**config.mk**
```make
export PLATFORM = sky130hd
export DESIGN_NAME = i281_exec_ctrl
export DESIGN_NICKNAME = d
export VERILOG_FILES = /design/src/rtl/i281_exec_pkg.sv /design/src/rtl/i281_rise_detect.sv /design/src/rtl/i281_exec_ctrl.sv
export SDC_FILE = /design/constraint.sdc
export NUM_CORES = 1
export LEC_CHECK = 0
export CORE_MARGIN = 5
export CORE_UTILIZATION = 40
export DETAILED_ROUTE_END_ITERATION = 6
export PLACE_DENSITY = 0.81
export SYNTH_ARGS = -nofsm -noshare
export SYNTH_HDL_FRONTEND = slang
export SYNTH_SLANG_ARGS = --single-unit
```
**constraint.sdc**
```tcl
create_clock -name clock -period 3.8 [get_ports clock]
set_input_delay 0.57 -clock clock [delete_from_list [all_inputs] [get_ports clock]]
set_output_delay 0.57 -clock clock [all_outputs]
set_load 0.05 [all_outputs]
```
**src/rtl/i281_exec_pkg.sv**
```systemverilog
// i281_exec_pkg
//   Shared definitions for the i281 execution controller: the state
//   encoding seen on the controller's state output and the default widths
//   for the PC, step counter and executed-instruction counter.
package i281_exec_pkg;

  localparam int DEF_PC_W   = 6;
  localparam int DEF_STEP_W = 8;
  localparam int DEF_CYC_W  = 16;

  typedef enum logic [1:0] {
    ST_IDLE = 2'd0,
    ST_RUN  = 2'd1,
    ST_STEP = 2'd2,
    ST_HALT = 2'd3
  } exec_state_t;

endpackage

```
**src/rtl/i281_rise_detect.sv**
```systemverilog
// i281_rise_detect
//   Registered rising-edge detector for a level button input. A held input
//   produces a single one-cycle rise indication.
// Ports:
//   clock : system clock
//   reset : synchronous, active-low reset (clears the history register)
//   din   : level input, already debounced and synchronised
//   rise  : high while din is high and was low at the previous edge
module i281_rise_detect (
  input  logic clock,
  input  logic reset,
  input  logic din,
  output logic rise
);

  logic din_p1;

  // stage p1: previous-cycle copy of the input
  always_ff @(posedge clock) begin
    if (!reset) din_p1 <= 1'b0;
    else        din_p1 <= din;
  end

  assign rise = din & ~din_p1;

endmodule

```
**src/rtl/i281_exec_ctrl.sv**
```systemverilog
// i281_exec_ctrl
//   Execution controller for the single-cycle i281 CPU. Produces the shared
//   run enable (PC, registers, flags, code and data memory) and supports
//   free-run, N-instruction single-step, PC breakpoint and automatic halt on
//   the self-jump end-of-program idiom.
// Ports:
//   clock, reset       : clock and synchronous active-low reset
//   start, step_req    : level requests; only their rising edges act
//   stop, clear        : level stop request / return-to-IDLE with counter clear
//   step_n             : instructions per step request (0 behaves as 1)
//   bp_en, bp_addr     : breakpoint enable and PC
//   current_pc,next_pc : observed PC register and PC update value
//   run                : high = one instruction commits at the next edge
//   state, halted      : controller state (0 IDLE,1 RUN,2 STEP,3 HALT), HALT flag
//   bp_hit             : sticky breakpoint-stop flag
//   cycle_count        : saturating count of executed instructions
module i281_exec_ctrl
  import i281_exec_pkg::*;
#(
  parameter int PC_W   = DEF_PC_W,
  parameter int STEP_W = DEF_STEP_W,
  parameter int CYC_W  = DEF_CYC_W
) (
  input  logic              clock,
  input  logic              reset,
  input  logic              start,
  input  logic              stop,
  input  logic              step_req,
  input  logic [STEP_W-1:0] step_n,
  input  logic              clear,
  input  logic              bp_en,
  input  logic [PC_W-1:0]   bp_addr,
  input  logic [PC_W-1:0]   current_pc,
  input  logic [PC_W-1:0]   next_pc,
  output logic              run,
  output logic [1:0]        state,
  output logic              halted,
  output logic              bp_hit,
  output logic [CYC_W-1:0]  cycle_count
);

  localparam logic [STEP_W-1:0] REM_ONE = {{(STEP_W-1){1'b0}}, 1'b1};
  localparam logic [CYC_W-1:0]  CYC_ONE = {{(CYC_W-1){1'b0}}, 1'b1};

  function automatic logic [CYC_W-1:0] sat_inc(input logic [CYC_W-1:0] v);
    return (&v) ? v : v + CYC_ONE;
  endfunction

  exec_state_t       state_q;
  exec_state_t       state_d;
  logic [STEP_W-1:0] remaining;
  logic              start_rise;
  logic              step_rise;
  logic              bp_set;
  logic              bp_clr;
  logic              ctr_clr;
  logic              rem_load;
  logic              rem_dec;

  i281_rise_detect u_start_rise (
    .clock (clock),
    .reset (reset),
    .din   (start),
    .rise  (start_rise)
  );

  i281_rise_detect u_step_rise (
    .clock (clock),
    .reset (reset),
    .din   (step_req),
    .rise  (step_rise)
  );

  // stage p0: next-state and side-effect decode from registered state
  always_comb begin
    state_d  = state_q;
    bp_set   = 1'b0;
    bp_clr   = 1'b0;
    ctr_clr  = 1'b0;
    rem_load = 1'b0;
    rem_dec  = 1'b0;
    case (state_q)
      ST_IDLE: begin
        if (clear) begin
          ctr_clr = 1'b1;
        end else if (start_rise) begin
          state_d = ST_RUN;
          bp_clr  = 1'b1;
        end else if (step_rise) begin
          state_d  = ST_STEP;
          bp_clr   = 1'b1;
          rem_load = 1'b1;
        end
      end
      ST_RUN, ST_STEP: begin
        // The instruction in flight this cycle still commits (run is high),
        // so every exit below takes effect one instruction later.
        if (clear || stop) begin
          state_d = ST_IDLE;
        end else if (next_pc == current_pc) begin
          state_d = ST_HALT;
        end else if (bp_en && (next_pc == bp_addr)) begin
          state_d = ST_IDLE;
          bp_set  = 1'b1;
        end else if (state_q == ST_STEP) begin
          if (remaining == REM_ONE) state_d = ST_IDLE;
          else                      rem_dec = 1'b1;
        end
      end
      ST_HALT: begin
        if (clear) begin
          state_d = ST_IDLE;
          ctr_clr = 1'b1;
        end
      end
      default: state_d = ST_IDLE;
    endcase
  end

  // stage p1: registered state, outputs and counters
  always_ff @(posedge clock) begin
    if (!reset) begin
      state_q     <= ST_IDLE;
      run         <= 1'b0;
      halted      <= 1'b0;
      bp_hit      <= 1'b0;
      remaining   <= '0;
      cycle_count <= '0;
    end else begin
      state_q <= state_d;
      run     <= (state_d == ST_RUN) || (state_d == ST_STEP);
      halted  <= (state_d == ST_HALT);

      if (ctr_clr)  cycle_count <= '0;
      else if (run) cycle_count <= sat_inc(cycle_count);

      if (bp_set)                bp_hit <= 1'b1;
      else if (bp_clr || ctr_clr) bp_hit <= 1'b0;

      if (ctr_clr)       remaining <= '0;
      else if (rem_load) remaining <= (step_n == '0) ? REM_ONE : step_n;
      else if (rem_dec)  remaining <= remaining - REM_ONE;
    end
  end

  assign state = state_q;

endmodule

```
==> results of run 1 <==
synth_stat cells (all sizes together) (2+ instances only):
library cell and n:
nor2b 3, nand4 4, o21ai 11, ha 7, nand3b 2, and3 2, nor2 24, dfxtp 31
nor3 6, nand3 14, a21oi 15, nand2 14, nor3b 2, a211oi 5, o31ai 2, and2 8
o211ai 2, nor4 4, or3b 2, a311oi 2, inv 11, or4 2, a31oi 2, xor2 17
xnor2 12, clkbuf 5
cell type report:
class                   count  area (um^2)
multi-input cells         170         1090
fillers                   392         1840
clock buffers               6         82.6
clock inverters             2         35.0
inverters                  11         41.3
repair buffers             55          546
well taps                  52         65.1
flip-flops and latches     31          621
cell usage in the layout (no fill, tap or decap), drive strengths merged, types with 3 or more instances in the layout:
cell	count
o21ai	11
inv	11
nor2b	3
clkdlybuf4s50	53
a211oi	5
nor4	4
nor2	24
clkbuf	6
xnor2	12
and2	8
ha	7
dfxtp	31
nand2	14
nand4	4
nand3	14
a21oi	15
nor3	6
xor2	17
worst max-delay path, delay by kind of cell:
family	cells	cell delay [ns]
xor gates and xnor gates	1	0.22
adders and majority gates	1	0.29
AOI/OAI and AO/OA	4	0.95
buffers and inverters	1	0.45
and+or+nand+nor	2	0.35
per-stage QoR:
stage | worst slack (ns) | util [%] | area [um^2]
global route | 0.927 | 57.4 | 2480
global placement | 0.990 | 54.7 | 2360
floorplan | 1.38 | - | 1780
detailed placement | 0.881 | 54.7 | 2360
finish | 1.16 | 57.4 | 2480
CTS | 1.17 | 57.4 | 2480
report_power, final:
| part | leakage [nW] | internal (W) | switching [W] |
|---|---|---|---|
| Sequential | 0.251 | 0.000334 | 0.0000113 |
| Clock | 0.0612 | 0.000212 | 0.000131 |
| Combinational | 0.553 | 0.0000700 | 0.0000776 |
| Total | 0.865 | 0.000617 | 0.000220 |
per-layer routing:
metal | GRT usage [%] | wire (um) | vias up
met5 | 0 | 0 | -
met4 | 7.87 | 80 | 0
met3 | 4.02 | 205 | 8
met2 | 25.3 | 2130 | 44
met1 | 19.5 | 1960 | 787
li1 | - | - | 879
flip-flops by register name (all words and copies together), names as in the netlist:
signal / cells
cycle_count: 16
remaining: 8
state: 2
bp_hit: 1
halted: 1
run: 1
u_start_rise.din_p1: 1
u_step_rise.din_p1: 1
kinds of logic (layout without fill, tap and decap cells):
family          count (synthesis)  count (layout)  share of synthesized area, %
simple gates                   89              89                          25.7
compound gates                 45              45                          16.5
flops                          31              31                          34.9
xor+xnor                       29              29                          14.3
buf+inv                        17              74                          3.66
fa+ha+maj                       7               7                          4.93
worst max-delay path by stage:
stage | endpoint | startpoint | cells after the start
floorplan | run$_SDFF_PN0_ | state[0]$_SDFF_PN0_ | 9
global placement | run$_SDFF_PN0_ | next_pc[0] | 9
detailed placement | run$_SDFF_PN0_ | next_pc[3] | 9
CTS | run$_SDFF_PN0_ | next_pc[3] | 9
global route | run$_SDFF_PN0_ | next_pc[3] | 9
finish | run$_SDFF_PN0_ | next_pc[3] | 9
==> reports/metrics.csv, run 1 <==
metric,value,unit
synth_edf_count,0,
cts_resized,0,
core,0.00432,mm^2
grt_pass1_wl,7.68,mm
synthCells,218,
synthDistinctLibCells,38,
grt_start_max_net_pins,19,
antenna_left,0,
slowest_stage,clkdlybuf4s50_1,
cts.sinks,31,
yosysWarnings,0,
period_needed,2.64,ns
ir_worst_vdd,0.245,mV
syn_nets,258,
clk_pin_slew,0.07,ns
post_cts_buffers,0,
firstDrtPassIters,4,
grt_pass1_vias,1701,
clock_path_buffers,2,
skew,0.00261,ns
tightestPinTransition,0.778,ns
cts-root-buf,clkbuf_8,
slowest_delay,0.45,ns
clk_latency,0.28,ns
netlist.area_leader.share,34.9,%
h-tree-depth,2,
port_buffers,53,
rr_worst_depth,7,
ys_top_cells_by_area,"dfxtp_1 35%, xor2_1 8.4%, xnor2_1 5.9%",
cts_buffers,5,
nets,314,
post-place-cells,319,
crit_arrival,2.83,ns
cp-start-kind,input port,
fp.dieArea,0.00587,mm^2
yosysSeqAreaShare,34.9,%
whs,0.454,ns
worstHoldPathCells,2,
power_density,337,mW/mm^2
ys_async_sr_fraction,0,%
min_path_type,reg2reg,
vias,1718,
cellLeakagePower,0.865,nW
gp_congestion,0.837,
critPathCaptureType,flop,
antenna_found_initial,0,
r2r_end,run$_SDFF_PN0_,
drv_slew,0,
slew_headroom,47.7,%
cap_viol_max_count,0,
regToRegSetupSlack,1.52,ns
fmax,378,MHz
setup-violations-final,0,
holdPathEnd,bp_hit$_SDFFE_PN0P_,
dieWidth,76.6,um
path_max_fanout,8,
die_h,76.6,um
rsz0062_at_grt,false,
globalRouteTotalUtil,15.8,%
drc,0,
ioPinCount,54,
min_period_over_period,69.6,%
cts_tree,yes,
hold_buffers,0,
fin_tns_setup,0,ns
status,finished clean,
report.power.total,0.000836,W
drt_iter0_drc,113,
row_count,24,
hold_violations,0,
antenna_cells,0,
r2r-start,remaining[2]$_SDFFE_PP0P_,
ys_ff_latch,31,
required,3.98,ns
min_from,bp_hit$_SDFFE_PN0P_,
yosys.area.top_type,dfxtp_1,
syn-cell-area,0.00178,mm^2
crit_type,in2reg,
area_growth,39.6,%
drive_gt1_share,5.09,%
start_util,41.1,%
syn-mean-instance-area,8.15,um^2
synth_flop_cell,dfxtp_1,
drt-wirelength-per-cell,13.4,um
final_cells,327,
avgViaCountPerCell,5.25,
grt_overflow,0,
cp_cell_sequence,clkdlybuf4s50_1 -> xnor2_1 -> nand4_1 -> o31ai_4 -> o2bb2ai_1 -> a211oi_1 -> a21oi_1 -> ha_1 -> and2_1,
hpwl,3.27,mm
routed_wl,4.38,mm
Note: power is estimated with default switching activity, not from simulation.
==> run 2, diff against run 1 <==
Settings changed: PLACE_DENSITY 0.81 to 0.84.
Clock period 3.8 ns to 2.3 ns, I/O delays scaled along.
==> reports/metrics.csv, run 2 (synthesis results as in run 1) <==
metric,value,unit
status,finished clean,
slew_headroom,64.0,%
antenna_found_initial,0,
setup-violations-final,0,
antenna_left,0,
critPathCaptureType,flop,
die_h,76.6,um
drt_iter0_drc,123,
ir_worst_vdd,0.383,mV
grt_pass1_vias,1769,
firstDrtPassIters,4,
regToRegSetupSlack,0.10,ns
gp_congestion,0.822,
place_worst_setup_slack,-0.176,ns
drv_slew,0,
skew,0.00777,ns
cts.sinks,31,
final_util,59.8,%
path_max_fanout,4,
fin_tns_setup,0,ns
core,0.00432,mm^2
tightestPinTransition,0.536,ns
timing.final.ws_setup,0.101,ns
routed_wl,4.41,mm
power_density,527,mW/mm^2
crit_arrival,2.37,ns
drt-wirelength-per-cell,13.0,um
fmax,455,MHz
grt_start_max_net_pins,18,
slowest_stage,or3b_2,
period_needed,2.20,ns
whs,0.453,ns
start_util,41.1,%
critPathMostFrequentCell,ha_1,
cap_viol_max_count,0,
required,2.47,ns
cts_tree,yes,
r2r-start,remaining[1]$_SDFFE_PP0P_,
clk_latency,0.28,ns
final_area,0.00259,mm^2
final_cell_mix,"53 x clkdlybuf4s50_1, 29 x dfxtp_1, 24 x nor2_1, 17 x xor2_1",
dieWidth,76.6,um
cts-root-buf,clkbuf_8,
ioPinCount,54,
dpl_cell_area,0.00246,mm^2
cp_cell_sequence,inv_1 -> ha_1 -> or3b_2 -> nor3_2 -> o2bb2ai_1 -> o311a_1 -> ha_1 -> and2_1,
regMostFlops,cycle_count,
slowest_delay,0.49,ns
cellLeakagePower,0.927,nW
min_from,bp_hit$_SDFFE_PN0P_,
rsz0062_at_grt,false,
port_buffers,53,
hpwl,3.45,mm
vias,1755,
nets,327,
globalRouteTotalUtil,15.5,%
hold_violations,0,
min_period_over_period,95.6,%
area_growth,45.6,%
crit_type,reg2reg,
row_count,24,
drc,0,
cts_buffers,5,
drive_gt1_share,10.8,%
grt_overflow,0,
min_path_type,reg2reg,
final_common_cell,clkdlybuf4s50_1,
h-tree-depth,2,
antenna_cells,0,
avgViaCountPerCell,5.16,
clock_path_buffers,2,
cp-start-kind,flop,
clk_pin_slew,0.07,ns
fp.dieArea,0.00587,mm^2
grt_pass1_wl,7.72,mm
critPathLaunch,remaining[1]$_SDFFE_PP0P_,
largest_reg_flops,16,
run 2: cell count changes in the layout (fill, tap and decap cells not counted), sizes merged:
cell and delta:
clkinv +1, buf +13, clkbuf -1
run 2: what timing repair did:
| action | CTS | global route |
|---|---|---|
| setup endpoints to repair | 0 | 2 |
| hold buffers | 0 | 0 |
| resized for setup | 0 | 2 |
| buffers inserted | 0 | 0 |
run 2: where the power goes:
group	internal [W]	leakage, nW	switching [W]
registers	0.000553	0.252	0.0000183
logic	0.000130	0.617	0.000135
clock network	0.000322	0.0581	0.000205
total	0.00101	0.927	0.000359
run 2: metrics by stage:
step | instances | total power, W
CTS | 340 | 0.00138
floorplan | 218 | 0.000720
global placement | 332 | 0.000839
global route | 340 | 0.00143
finish | 340 | 0.00136
detailed placement | 332 | 0.000844
run 2: worst paths after layout:
check,endpoint,cells past startpoint
setup / recovery,run$_SDFF_PN0_,8
hold / removal,bp_hit$_SDFFE_PN0P_,2
setup reg to reg,run$_SDFF_PN0_,8
hold reg to reg,bp_hit$_SDFFE_PN0P_,2
run 2: metal layers:
layer	GRT usage (%)	vias to the layer above	share of wire, %
li1	-	908	-
met1	18.6	811	46
met2	26.5	30	50
met3	4.14	6	3.2
met4	5.07	0	1.0
met5	0	-	0
run 2: cell type report:
type | instances | area (um^2)
Inverter | 11 | 41.3
Timing Repair Buffer | 68 | 643
Fill cell | 403 | 1740
Sequential cell | 31 | 623
Tap cell | 52 | 65.1
Clock buffer | 5 | 68.8
Multi-Input combinational cell | 170 | 1100
Clock inverter | 3 | 43.8
run 2: worst max-delay path: cells and delay by family (launching register included):
family,cells,cell delay [ns]
AND/OR/NAND/NOR,3,0.80
flip-flops,1,0.32
buffers and inverters,1,0.09
AO/OA/AOI/OAI,2,0.48
adder cells (fa/ha/maj),2,0.41
==> run 3, diff against run 2 <==
Settings changed: ABC_AREA set to 1, ABC_CLOCK_PERIOD_IN_PS set to 2300, PLACE_DENSITY 0.84 to 0.81.
==> reports/metrics.csv, run 3 <==
metric,value,unit
status,finished clean,
ioPinCount,54,
post_cts_buffers,0,
yosys.area.top_type,dfxtp_1,
grt_start_max_net_pins,18,
slowest_stage,clkdlybuf4s50_1,
grt_overflow,0,
critPathCaptureType,output port,
globalRouteTotalUtil,15.1,%
regToRegSetupSlack,0.45,ns
cp_top_family,buffers and inverters,
gp_congestion,0.868,
crit_arrival,1.61,ns
yosysMostFrequentCell,nand2_1,
synth_commonest_cells,"99 x nand2_1, 60 x inv_1, 41 x nor2_1",
avgViaCountPerCell,4.79,
antenna_found_initial,0,
switchingPower,0.000870,W
synth_flop_cell,dfxtp_1,
min_period_over_period,85.1,%
clk_latency,0.29,ns
final_cell_mix,"99 x nand2_1, 60 x inv_1, 53 x clkdlybuf4s50_1, 41 x nor2_1, 31 x dfxtp_1",
rsz0062_at_grt,false,
vias,2319,
dieWidth,82.9,um
ys_async_sr_fraction,0,%
use_met3,3.66,%
cts_tree,yes,
worstHoldPathCells,2,
grt_use_met2,24.1,%
crit_type,reg2out,
path_max_fanout,8,
power_density,783,mW/mm^2
grt.busiest_layer,met2,
start_util,41.4,%
fmax,511,MHz
tightestPinTransition,0.505,ns
synthCells,355,
drv_slew,0,
post-place-cells,476,
cellLeakagePower,1.30,nW
drt-wirelength-per-cell,10.9,um
final_common_cell,nand2_1,
grt_pass1_vias,2106,
skew,0.00970,ns
min_from,remaining[1]$_SDFFE_PP0P_,
p_seq_share,29.2,%
drive_gt1_share,6.28,%
fp.dieArea,0.00687,mm^2
cts-root-buf,clkbuf_8,
clock_path_buffers,2,
slowest_delay,0.86,ns
hold_violations,0,
cap_viol_max_count,0,
port_buffers,53,
final_cells,484,
ir_worst_vdd,0.505,mV
r2r-start,state[1]$_SDFF_PN0_,
die_h,82.9,um
rr_worst_depth,11,
regMostFlops,cycle_count,
holdPathEnd,remaining[1]$_SDFFE_PP0P_,
h-tree-depth,2,
cts_buffers,5,
antenna_cells,0,
netSwitchingFraction,38.7,%
hpwl,4.02,mm
cp_num_buf_inv,1,
antenna_left,0,
drc,0,
firstDrtPassIters,4,
synthDistinctLibCells,31,
largest_reg_flops,16,
clkPwrFrac,28.7,%
drt_iter0_drc,135,
setup-violations-final,0,
synth_edf_count,0,
routed_wl,5.28,mm
period_needed,1.96,ns
internal_power,0.00138,W
area_growth,34.9,%
yosysWarnings,0,
slew_headroom,66.2,%
r2r_end,run$_SDFF_PN0_,
syn-mean-instance-area,5.99,um^2
syn_nets,395,
ys_ff_latch,31,
yosysSeqAreaShare,29.2,%
core,0.00514,mm^2
cts_resized,0,
syn-cell-area,0.00213,mm^2
p_comb_share,42.1,%
fin_tns_setup,0,ns
row_count,26,
clk_pin_slew,0.07,ns
required,1.96,ns
met1_usage,19.5,%
min_path_type,reg2reg,
grt_pass1_wl,8.92,mm
cts.sinks,31,
cp_cell_sequence,clkdlybuf4s50_1,
cp-start-kind,flop,
nets,453,
netlist.area_leader.share,29.2,%
ys_top_cells_by_area,"dfxtp_1 29%, nand2_1 17%, inv_1 11%",
hold_buffers,0,
run 3: cells by family (layout without fill, tap and decap cells):
group	Yosys count	in the layout	share of synthesized area [%]
buffers and inverters	68	127	12.4
XOR/XNOR	3	3	1.24
flip-flops	31	31	29.2
AND/OR/NAND/NOR	199	199	41.3
adder cells (fa/ha/maj)	7	7	4.12
AO/OA/AOI/OAI	47	47	11.7
run 3: worst max path at each step:
stage	start	to	slack (ns)	cells after the start
floorplan	state[1]$_SDFF_PN0_	run$_SDFF_PN0_	0.25	11
finish	cycle_count[6]$_SDFFE_PP0P_	cycle_count[6]	0.34	1
global route	state[0]$_SDFF_PN0_	run$_SDFF_PN0_	0.28	11
detailed placement	step_req	run$_SDFF_PN0_	0.19	12
global placement	next_pc[3]	run$_SDFF_PN0_	0.24	17
CTS	cycle_count[6]$_SDFFE_PP0P_	cycle_count[6]	0.34	1
run 3: final cells by class:
class / count / area [um^2]
clock buffer: 6 / 72.6
sequential: 31 / 621
clock inverter: 2 / 60.1
tap: 70 / 87.6
fill: 498 / 2270
multi-input combinational: 256 / 1240
inverter: 64 / 240
timing repair buffer: 55 / 546
run 3: stage by stage:
step | setup slack, ns | hold WS (ns) | total power [W] | util (%) | instance area [um^2]
after floorplan | 0.247 | 0.438 | 0.00135 | - | 2130
after global placement | 0.243 | 0.470 | 0.00159 | 53.2 | 2740
after detailed placement | 0.190 | 0.480 | 0.00161 | 53.2 | 2740
after CTS | 0.340 | 0.489 | 0.00226 | 55.8 | 2870
after global routing | 0.283 | 0.505 | 0.00241 | 55.8 | 2870
final | 0.343 | 0.486 | 0.00225 | 55.8 | 2870
run 3: per-layer routing:
| layer | vias up | wire, um |
|---|---|---|
| met5 | - | 0 |
| met4 | 0 | 47 |
| met3 | 4 | 251 |
| met2 | 59 | 2380 |
| met1 | 1024 | 2600 |
| li1 | 1232 | - |
run 3: power by group through the flow:
stage | Sequential [W] | Clock, W | Combinational, W
after floorplan | 0.000777 | 0 | 0.000571
after global placement | 0.000665 | 0 | 0.000928
after detailed placement | 0.000666 | 0 | 0.000941
after CTS | 0.000655 | 0.000656 | 0.000948
after global routing | 0.000665 | 0.000680 | 0.00107
final | 0.000655 | 0.000644 | 0.000947
